--- config.mk ---
export PLATFORM = sky130hd
export DESIGN_NAME = midi_spi_master_flat
export DESIGN_NICKNAME = d
export VERILOG_FILES = /design/src/rtl/dds_pkg.sv /design/src/rtl/midi_spi_master_if.sv /design/src/rtl/spi_byte_shifter.sv /design/src/rtl/midi_spi_master.sv /design/src/flat_wrapper.sv
export SDC_FILE = /design/constraint.sdc
export NUM_CORES = 1
export LEC_CHECK = 0
export ABC_AREA = 1
export BUFFER_PORTS_ARGS = -buffer_cell sky130_fd_sc_hd__buf_2
export CAP_MARGIN = 15
export CORE_ASPECT_RATIO = 1.5
export CORE_MARGIN = 4
export CORE_UTILIZATION = 52
export CTS_CLUSTER_SIZE = 16
export DETAILED_ROUTE_END_ITERATION = 12
export GPL_ROUTABILITY_DRIVEN = 0
export PLACE_DENSITY = 0.72
export SLEW_MARGIN = 20
export SYNTH_ARGS = -nofsm -noshare
export SYNTH_HDL_FRONTEND = slang
export SYNTH_SLANG_ARGS = --single-unit
--- constraint.sdc ---
create_clock -name clk -period 1.8 [get_ports clk]
set_input_delay 0.18 -clock clk [delete_from_list [all_inputs] [get_ports clk]]
set_output_delay 0.18 -clock clk [all_outputs]
set_load 0.02 [all_outputs]
--- src/rtl/dds_pkg.sv ---
// Shared MIDI-over-SPI constants: status nibbles, frame length, master FSM encoding.
package dds_pkg;

  localparam logic [3:0] MIDI_NOTE_ON  = 4'h9;
  localparam logic [3:0] MIDI_NOTE_OFF = 4'h8;
  localparam int         FRAME_LEN     = 3;

  typedef enum logic [2:0] {
    ST_IDLE    = 3'd0,
    ST_LOW     = 3'd1,
    ST_HIGH    = 3'd2,
    ST_GAP     = 3'd3,
    ST_TAIL    = 3'd4,
    ST_RECOVER = 3'd5
  } spi_state_e;

  function automatic logic [7:0] midi_status(input logic note_on, input logic [3:0] channel);
    return {(note_on ? MIDI_NOTE_ON : MIDI_NOTE_OFF), channel};
  endfunction

endpackage

--- src/rtl/midi_spi_master_if.sv ---
// Event handshake, SPI pins and MISO capture of the MIDI SPI master, grouped for port passing.
interface midi_spi_master_if;

  logic       msg_valid;
  logic       msg_ready;
  logic       msg_note_on;
  logic [3:0] msg_channel;
  logic [6:0] msg_note;
  logic [6:0] msg_velocity;
  logic       spi_sclk;
  logic       spi_mosi;
  logic       spi_nss;
  logic       spi_miso;
  logic [7:0] rx_byte;
  logic       rx_byte_valid;
  logic       busy;

  modport slave (
    input  msg_valid, msg_note_on, msg_channel, msg_note, msg_velocity, spi_miso,
    output msg_ready, spi_sclk, spi_mosi, spi_nss, rx_byte, rx_byte_valid, busy
  );

  modport master (
    output msg_valid, msg_note_on, msg_channel, msg_note, msg_velocity, spi_miso,
    input  msg_ready, spi_sclk, spi_mosi, spi_nss, rx_byte, rx_byte_valid, busy
  );

endinterface

--- src/rtl/spi_byte_shifter.sv ---
// 8-bit MOSI/MISO shift pair; MOSI is the MSB of the transmit register.
// Strobe-driven only: the parent FSM decides when to load, capture and shift.
module spi_byte_shifter (
  input  logic       clk_i,
  input  logic       reset_i,
  input  logic       load_i,
  input  logic [7:0] load_dat_i,
  input  logic       shift_i,
  input  logic       capture_i,
  input  logic       miso_i,
  output logic       mosi_o,
  output logic [7:0] rx_dat_o
);

  logic [7:0] tx_q;
  logic [7:0] rx_q;

  always_ff @(posedge clk_i) begin
    if (reset_i) begin
      tx_q <= '0;
      rx_q <= '0;
    end else begin
      if (load_i) begin
        tx_q <= load_dat_i;
      end else if (shift_i) begin
        tx_q <= {tx_q[6:0], 1'b0};
      end
      if (capture_i) begin
        rx_q <= {rx_q[6:0], miso_i};
      end
    end
  end

  assign mosi_o   = tx_q[7];
  assign rx_dat_o = rx_q;

endmodule

--- src/rtl/midi_spi_master.sv ---
// Sends each accepted MIDI note event as a 3-byte mode-0 SPI frame and returns the MISO bytes.
// One event in flight: msg_ready is high only in IDLE, so a new event waits until the frame recovers.
module midi_spi_master
  import dds_pkg::*;
#(
  parameter int CLK_DIV  = 2,
  parameter int BYTE_GAP = 4
) (
  input logic              clk,
  input logic              reset,
  midi_spi_master_if.slave bus_if
);

  localparam int          DIV_W     = (CLK_DIV > 1) ? $clog2(CLK_DIV) : 1;
  localparam int          GAP_W     = (BYTE_GAP > 1) ? $clog2(BYTE_GAP) : 1;
  localparam logic [1:0]  LAST_BYTE = 2'(FRAME_LEN - 1);

  spi_state_e       state_q, state_d;
  logic [DIV_W-1:0] div_q, div_d;
  logic [GAP_W-1:0] gap_q, gap_d;
  logic [2:0]       bit_q, bit_d;
  logic [1:0]       byte_q, byte_d;
  logic             sclk_q, sclk_d;
  logic             nss_q, nss_d;
  logic [7:0]       rx_byte_q, rx_byte_d;
  logic             rx_vld_q, rx_vld_d;
  logic [6:0]       note_q, note_d;
  logic [6:0]       vel_q, vel_d;

  logic       sh_load, sh_shift, sh_capture, sh_mosi;
  logic [7:0] sh_load_dat, sh_rx;
  logic       div_last;

  spi_byte_shifter u_shifter (
    .clk_i      (clk),
    .reset_i    (reset),
    .load_i     (sh_load),
    .load_dat_i (sh_load_dat),
    .shift_i    (sh_shift),
    .capture_i  (sh_capture),
    .miso_i     (bus_if.spi_miso),
    .mosi_o     (sh_mosi),
    .rx_dat_o   (sh_rx)
  );

  always_ff @(posedge clk) begin
    if (reset) begin
      state_q   <= ST_IDLE;
      div_q     <= '0;
      gap_q     <= '0;
      bit_q     <= '0;
      byte_q    <= '0;
      sclk_q    <= 1'b0;
      nss_q     <= 1'b1;
      rx_byte_q <= '0;
      rx_vld_q  <= 1'b0;
      note_q    <= '0;
      vel_q     <= '0;
    end else begin
      state_q   <= state_d;
      div_q     <= div_d;
      gap_q     <= gap_d;
      bit_q     <= bit_d;
      byte_q    <= byte_d;
      sclk_q    <= sclk_d;
      nss_q     <= nss_d;
      rx_byte_q <= rx_byte_d;
      rx_vld_q  <= rx_vld_d;
      note_q    <= note_d;
      vel_q     <= vel_d;
    end
  end

  always_comb begin
    state_d     = state_q;
    div_d       = div_q;
    gap_d       = gap_q;
    bit_d       = bit_q;
    byte_d      = byte_q;
    sclk_d      = sclk_q;
    nss_d       = nss_q;
    rx_byte_d   = rx_byte_q;
    rx_vld_d    = 1'b0;
    note_d      = note_q;
    vel_d       = vel_q;
    sh_load     = 1'b0;
    sh_load_dat = '0;
    sh_shift    = 1'b0;
    sh_capture  = 1'b0;
    div_last    = (div_q == DIV_W'(CLK_DIV - 1));

    case (state_q)
      ST_IDLE: begin
        if (bus_if.msg_valid) begin
          // status byte goes straight into the shifter so its MSB is on MOSI as nss falls
          sh_load     = 1'b1;
          sh_load_dat = midi_status(bus_if.msg_note_on, bus_if.msg_channel);
          note_d      = bus_if.msg_note;
          vel_d       = bus_if.msg_velocity;
          nss_d       = 1'b0;
          sclk_d      = 1'b0;
          div_d       = '0;
          bit_d       = '0;
          byte_d      = '0;
          state_d     = ST_LOW;
        end
      end
      ST_LOW: begin
        if (div_last) begin
          div_d      = '0;
          sclk_d     = 1'b1;
          sh_capture = 1'b1;
          state_d    = ST_HIGH;
        end else begin
          div_d = div_q + 1'b1;
        end
      end
      ST_HIGH: begin
        if (div_last) begin
          div_d    = '0;
          sclk_d   = 1'b0;
          sh_shift = 1'b1;
          if (bit_q != 3'd7) begin
            bit_d   = bit_q + 3'd1;
            state_d = ST_LOW;
          end else begin
            bit_d     = '0;
            rx_byte_d = sh_rx;
            rx_vld_d  = 1'b1;
            if (byte_q == LAST_BYTE) begin
              state_d = ST_TAIL;
            end else begin
              byte_d  = byte_q + 2'd1;
              gap_d   = '0;
              state_d = ST_GAP;
            end
          end
        end else begin
          div_d = div_q + 1'b1;
        end
      end
      ST_GAP: begin
        if (gap_q == GAP_W'(BYTE_GAP - 1)) begin
          sh_load     = 1'b1;
          sh_load_dat = (byte_q == 2'd1) ? {1'b0, note_q} : {1'b0, vel_q};
          gap_d       = '0;
          div_d       = '0;
          state_d     = ST_LOW;
        end else begin
          gap_d = gap_q + 1'b1;
        end
      end
      ST_TAIL: begin
        if (div_last) begin
          div_d   = '0;
          nss_d   = 1'b1;
          state_d = ST_RECOVER;
        end else begin
          div_d = div_q + 1'b1;
        end
      end
      ST_RECOVER: begin
        if (div_last) begin
          div_d   = '0;
          state_d = ST_IDLE;
        end else begin
          div_d = div_q + 1'b1;
        end
      end
      default: state_d = ST_IDLE;
    endcase
  end

  assign bus_if.msg_ready     = (state_q == ST_IDLE);
  assign bus_if.busy          = (state_q != ST_IDLE);
  assign bus_if.spi_sclk      = sclk_q;
  assign bus_if.spi_nss       = nss_q;
  assign bus_if.spi_mosi      = sh_mosi;
  assign bus_if.rx_byte       = rx_byte_q;
  assign bus_if.rx_byte_valid = rx_vld_q;

endmodule

--- src/flat_wrapper.sv ---
// flat-port wrapper written by rule: the top's interface ports become plain ports
module midi_spi_master_flat import dds_pkg::*;
#(
  parameter int CLK_DIV  = 2,
  parameter int BYTE_GAP = 4
)
  (clk, reset, bus_if_msg_valid, bus_if_msg_note_on, bus_if_msg_channel, bus_if_msg_note, bus_if_msg_velocity, bus_if_spi_miso, bus_if_msg_ready, bus_if_spi_sclk, bus_if_spi_mosi, bus_if_spi_nss, bus_if_rx_byte, bus_if_rx_byte_valid, bus_if_busy);
  midi_spi_master_if bus_if_i ();
  input logic clk;
  input logic reset;
  input wire logic [$bits(bus_if_i.msg_valid)-1:0] bus_if_msg_valid;
  input wire logic [$bits(bus_if_i.msg_note_on)-1:0] bus_if_msg_note_on;
  input wire logic [$bits(bus_if_i.msg_channel)-1:0] bus_if_msg_channel;
  input wire logic [$bits(bus_if_i.msg_note)-1:0] bus_if_msg_note;
  input wire logic [$bits(bus_if_i.msg_velocity)-1:0] bus_if_msg_velocity;
  input wire logic [$bits(bus_if_i.spi_miso)-1:0] bus_if_spi_miso;
  output wire logic [$bits(bus_if_i.msg_ready)-1:0] bus_if_msg_ready;
  output wire logic [$bits(bus_if_i.spi_sclk)-1:0] bus_if_spi_sclk;
  output wire logic [$bits(bus_if_i.spi_mosi)-1:0] bus_if_spi_mosi;
  output wire logic [$bits(bus_if_i.spi_nss)-1:0] bus_if_spi_nss;
  output wire logic [$bits(bus_if_i.rx_byte)-1:0] bus_if_rx_byte;
  output wire logic [$bits(bus_if_i.rx_byte_valid)-1:0] bus_if_rx_byte_valid;
  output wire logic [$bits(bus_if_i.busy)-1:0] bus_if_busy;
  assign bus_if_i.msg_valid = bus_if_msg_valid;
  assign bus_if_i.msg_note_on = bus_if_msg_note_on;
  assign bus_if_i.msg_channel = bus_if_msg_channel;
  assign bus_if_i.msg_note = bus_if_msg_note;
  assign bus_if_i.msg_velocity = bus_if_msg_velocity;
  assign bus_if_i.spi_miso = bus_if_spi_miso;
  assign bus_if_msg_ready = bus_if_i.msg_ready;
  assign bus_if_spi_sclk = bus_if_i.spi_sclk;
  assign bus_if_spi_mosi = bus_if_i.spi_mosi;
  assign bus_if_spi_nss = bus_if_i.spi_nss;
  assign bus_if_rx_byte = bus_if_i.rx_byte;
  assign bus_if_rx_byte_valid = bus_if_i.rx_byte_valid;
  assign bus_if_busy = bus_if_i.busy;
  midi_spi_master #(.CLK_DIV(CLK_DIV), .BYTE_GAP(BYTE_GAP)) u_core (.clk(clk), .reset(reset), .bus_if(bus_if_i));
endmodule
==> impl_results.md <==
* Status: complete, no violations
* Largest net degree at the start of global routing at 45
* CP Launch Type: register
* End-of-flow core utilization at around three fifths
* Worst vdd ir at about 0.7 mV
* WL final at 5060 um
* PnR Total Power at 3.59 mW
* Vias in the first global route at 2,115
* Worst-Margin Slew at 434 ps
* P&R area growth vs syn at 12.6%
* Global-route wire length before repair at between 8000 and 9000 um
* Htree depth at 2
* CTS resizes at 0
* Vias per inst at 5.04
* CTS max path bufs at 2
* Fin. Hold Viols at 0
* Hold Path Origin: bus_if_msg_velocity[0]
* Design area at 0.00274 sq mm
* Register area at between 0.001 and 0.0015 sq mm
* DR pass1 iterations at 4
* Leakage power at 1.28 nW
* Starting Density at 53.5%
* Terminus of the critical flop-to-flop path: u_core.u_shifter.tx_q[7]$_SDFFE_PP0P_
* Tightest Hold Check Type: in -> reg
* Avg WL per Cell at ~11 um
* Detailed-route DRC error count at 0
* Main synth FF type: dfxtp_1
* Clk Latency, worst-skew pair at 310 ps
* Setup repair bufs after CTS at 0
* Clk_skew at approximately 4.8 ps
* Hold EP: u_core.vel_q[0]$_SDFFE_PP0N_
* #FFs+latches synth at 52
* Layout Nets at 406
* Grt total ovfl at 0
* Minimum clock period at 1600 ps
* Worst EP arrival at 1840 ps
* Top cell type by total area after synthesis: dfxtp_1
* Top fanout value on the critical path at 11
* Layout cell share with drive strength beyond 1 at between 10% and 20%
* Most frequent cells after synthesis: nor2_1, dfxtp_1, nand2_1
* Worst hold slack at 89.3 ps
* Area of the multi-input gates at 0.00119 sq mm
* Met1 wire length at 2240 um
* DP Area at approximately 0.0026 sq mm
* Hpwl dp at ~3600 um
* ANT nets after route at 0
* Cts-stage hold buffer count at 0
* RSZ-0062 raised after global routing: no
* Syn nets at 371
* Met2 wire length at 2470 um
* Chip height at 91.7 um
* Core area at roughly 0.0045 sq mm
* Clock Sinks at 52
* Initial DRC Count at 130
* GR Util All Layers at 18.1%
* Die X at 63.8 um
* Number of synthesized flops with an enable pin at 0
* Setup WS post-layout at 203 ps
* Num CTS Buffers at 5
* Hold path depth at 3
* Final Setup Violations at 0
* Period utilization at between 80% and 90%
* Fill cell count at about 460
* Max-cap violation count at 0
* Fin cells at 443
* Worst r2r src: u_core.state_q[2]$_SDFFE_PP0P_
* Post-synthesis area per instance at 7.08 sq um
* Clk slew on worst S/H paths at roughly 100 ps
* Register-to-Register Setup Slack at 200 ps
* Post-synthesis sequential area ratio at 42.9%
* Post-synthesis cell count at 343
* YS warnings at 0
* Crit. End Element: register
* Rows at 30
* Max layer used: met4
* Initial antenna violation count at 0
* Die area at 0.00585 sq mm
* Input/output buffers at 36
* F_max at approximately 630 MHz
* Worst setup path category: reg -> reg
* Placed insts at approximately 440
* # IOs at 37
* Asr flop ratio synth at 0%
* Power Density at 1310 mW/mm^2
* Setup tns final at 0 ps
* Routed vias at ~2,200
* Post-synthesis cell area at 0.00243 sq mm
* Synth top area cells: dfxtp_1, nor2_1, o21ai_0
* Most numerous cell in the Yosys netlist: nor2_1
* Fin. max-slew vios at 0
* WP data required at 2050 ps
* CTS Root Cell: clkbuf_8
* Met3 WL post-DR at 259 um
* Synth top area share at 42.9%
* CTS tree: built
* Post-Place Setup Slack at 241 ps
* R2r worst-path depth at 8
* Slew HR at 71.0%
* ANT cells at 0
* Post-synthesis cell type count at 25
-- cells in the final DEF (no fill, tap or decap), types with 2 or more instances in the layout --
| cell type | synthesis | final |
|---|---|---|
| nand2_8 | 2 | 2 |
| nand3_1 | 12 | 12 |
| a21oi_1 | 22 | 22 |
| nand2_2 | 7 | 7 |
| nand4_1 | 7 | 7 |
| o21ai_0 | 44 | 44 |
| dfxtp_1 | 52 | 52 |
| inv_1 | 30 | 30 |
| nor2_2 | 2 | 2 |
| ha_1 | 5 | 5 |
| clkbuf_8 | 0 | 6 |
| nor2_4 | 3 | 3 |
| buf_2 | 1 | 36 |
| nor2_1 | 87 | 87 |
| inv_2 | 2 | 2 |
| buf_4 | 2 | 3 |
| nand2_1 | 50 | 50 |
-- sequential cells by signal, indices dropped and copies added, names as in the netlist --
| signal | cells |
|---|---|
| u_core.note_q | 7 |
| u_core.bus_if.spi_sclk | 1 |
| u_core.div_last | 1 |
| u_core.bus_if.rx_byte | 8 |
| u_core.gap_q | 2 |
| u_core.bit_q | 3 |
| u_core.bus_if.rx_byte_valid | 1 |
| u_core.u_shifter.rx_dat_o | 8 |
| u_core.state_q | 3 |
| u_core.u_shifter.tx_q | 8 |
| u_core.bus_if.spi_nss | 1 |
| u_core.vel_q | 7 |
| u_core.byte_q | 2 |
-- per-layer routing --
layer	track usage, %	vias up
met5	0	-
met3	3.55	11
met1	20.5	1002
li1	-	1164
met4	7.03	0
met2	32.6	57
-- report_power, final --
part           internal (mW)  switching, mW  total, mW
clock                  0.315          0.401      0.717
sequential              1.43          0.167       1.59
combinational          0.448          0.828       1.28
total                   2.19           1.40       3.59
-- final cells by class --
cell class                 count  area share, %
inverter                      33           4.53
tap                           64           2.93
clock inverter                 2          0.503
clock buffer                   6           3.02
sequential                    52           38.1
timing repair buffer          39           7.41
multi-input combinational    247           43.5
-- worst max-delay path, cell delays in order, from the launching register on --
cell and delay, ps:
dfxtp_1 470, inv_2 130, nand2_2 100, nor2_2 50
nand2_2 250, inv_1 150, nor2_4 190, nand2_1 70
a21oi_1 120
-- logic make-up after synthesis --
logic type	after synthesis	share of synthesized area, %
DFF	52	42.9
and+or+nand+nor	174	32.2
AOI/OAI and AO/OA	68	14.3
buffers and inverters	44	8.09
adders and majority gates	5	2.58
-- worst max-delay path by stage --
stage | depth (start not counted) | slack (ps) | from | end
floorplan | 7 | 370 | u_core.bit_q[0]$_SDFFE_PP0P_ | u_core.bus_if.rx_byte[0]$_SDFFE_PP0P_
global placement | 5 | 290 | u_core.state_q[1]$_SDFFE_PP0P_ | u_core.u_shifter.rx_dat_o[5]$_SDFFE_PP0P_
detailed placement | 7 | 240 | u_core.bit_q[0]$_SDFFE_PP0P_ | u_core.bus_if.rx_byte[4]$_SDFFE_PP0P_
CTS | 7 | 210 | u_core.bit_q[0]$_SDFFE_PP0P_ | u_core.bus_if.rx_byte[3]$_SDFFE_PP0P_
global route | 9 | 7 | u_core.byte_q[1]$_SDFFE_PP0P_ | u_core.u_shifter.tx_q[1]$_SDFFE_PP0P_
finish | 8 | 200 | u_core.state_q[2]$_SDFFE_PP0P_ | u_core.u_shifter.tx_q[7]$_SDFFE_PP0P_
Power figures use the tool's default switching activity.
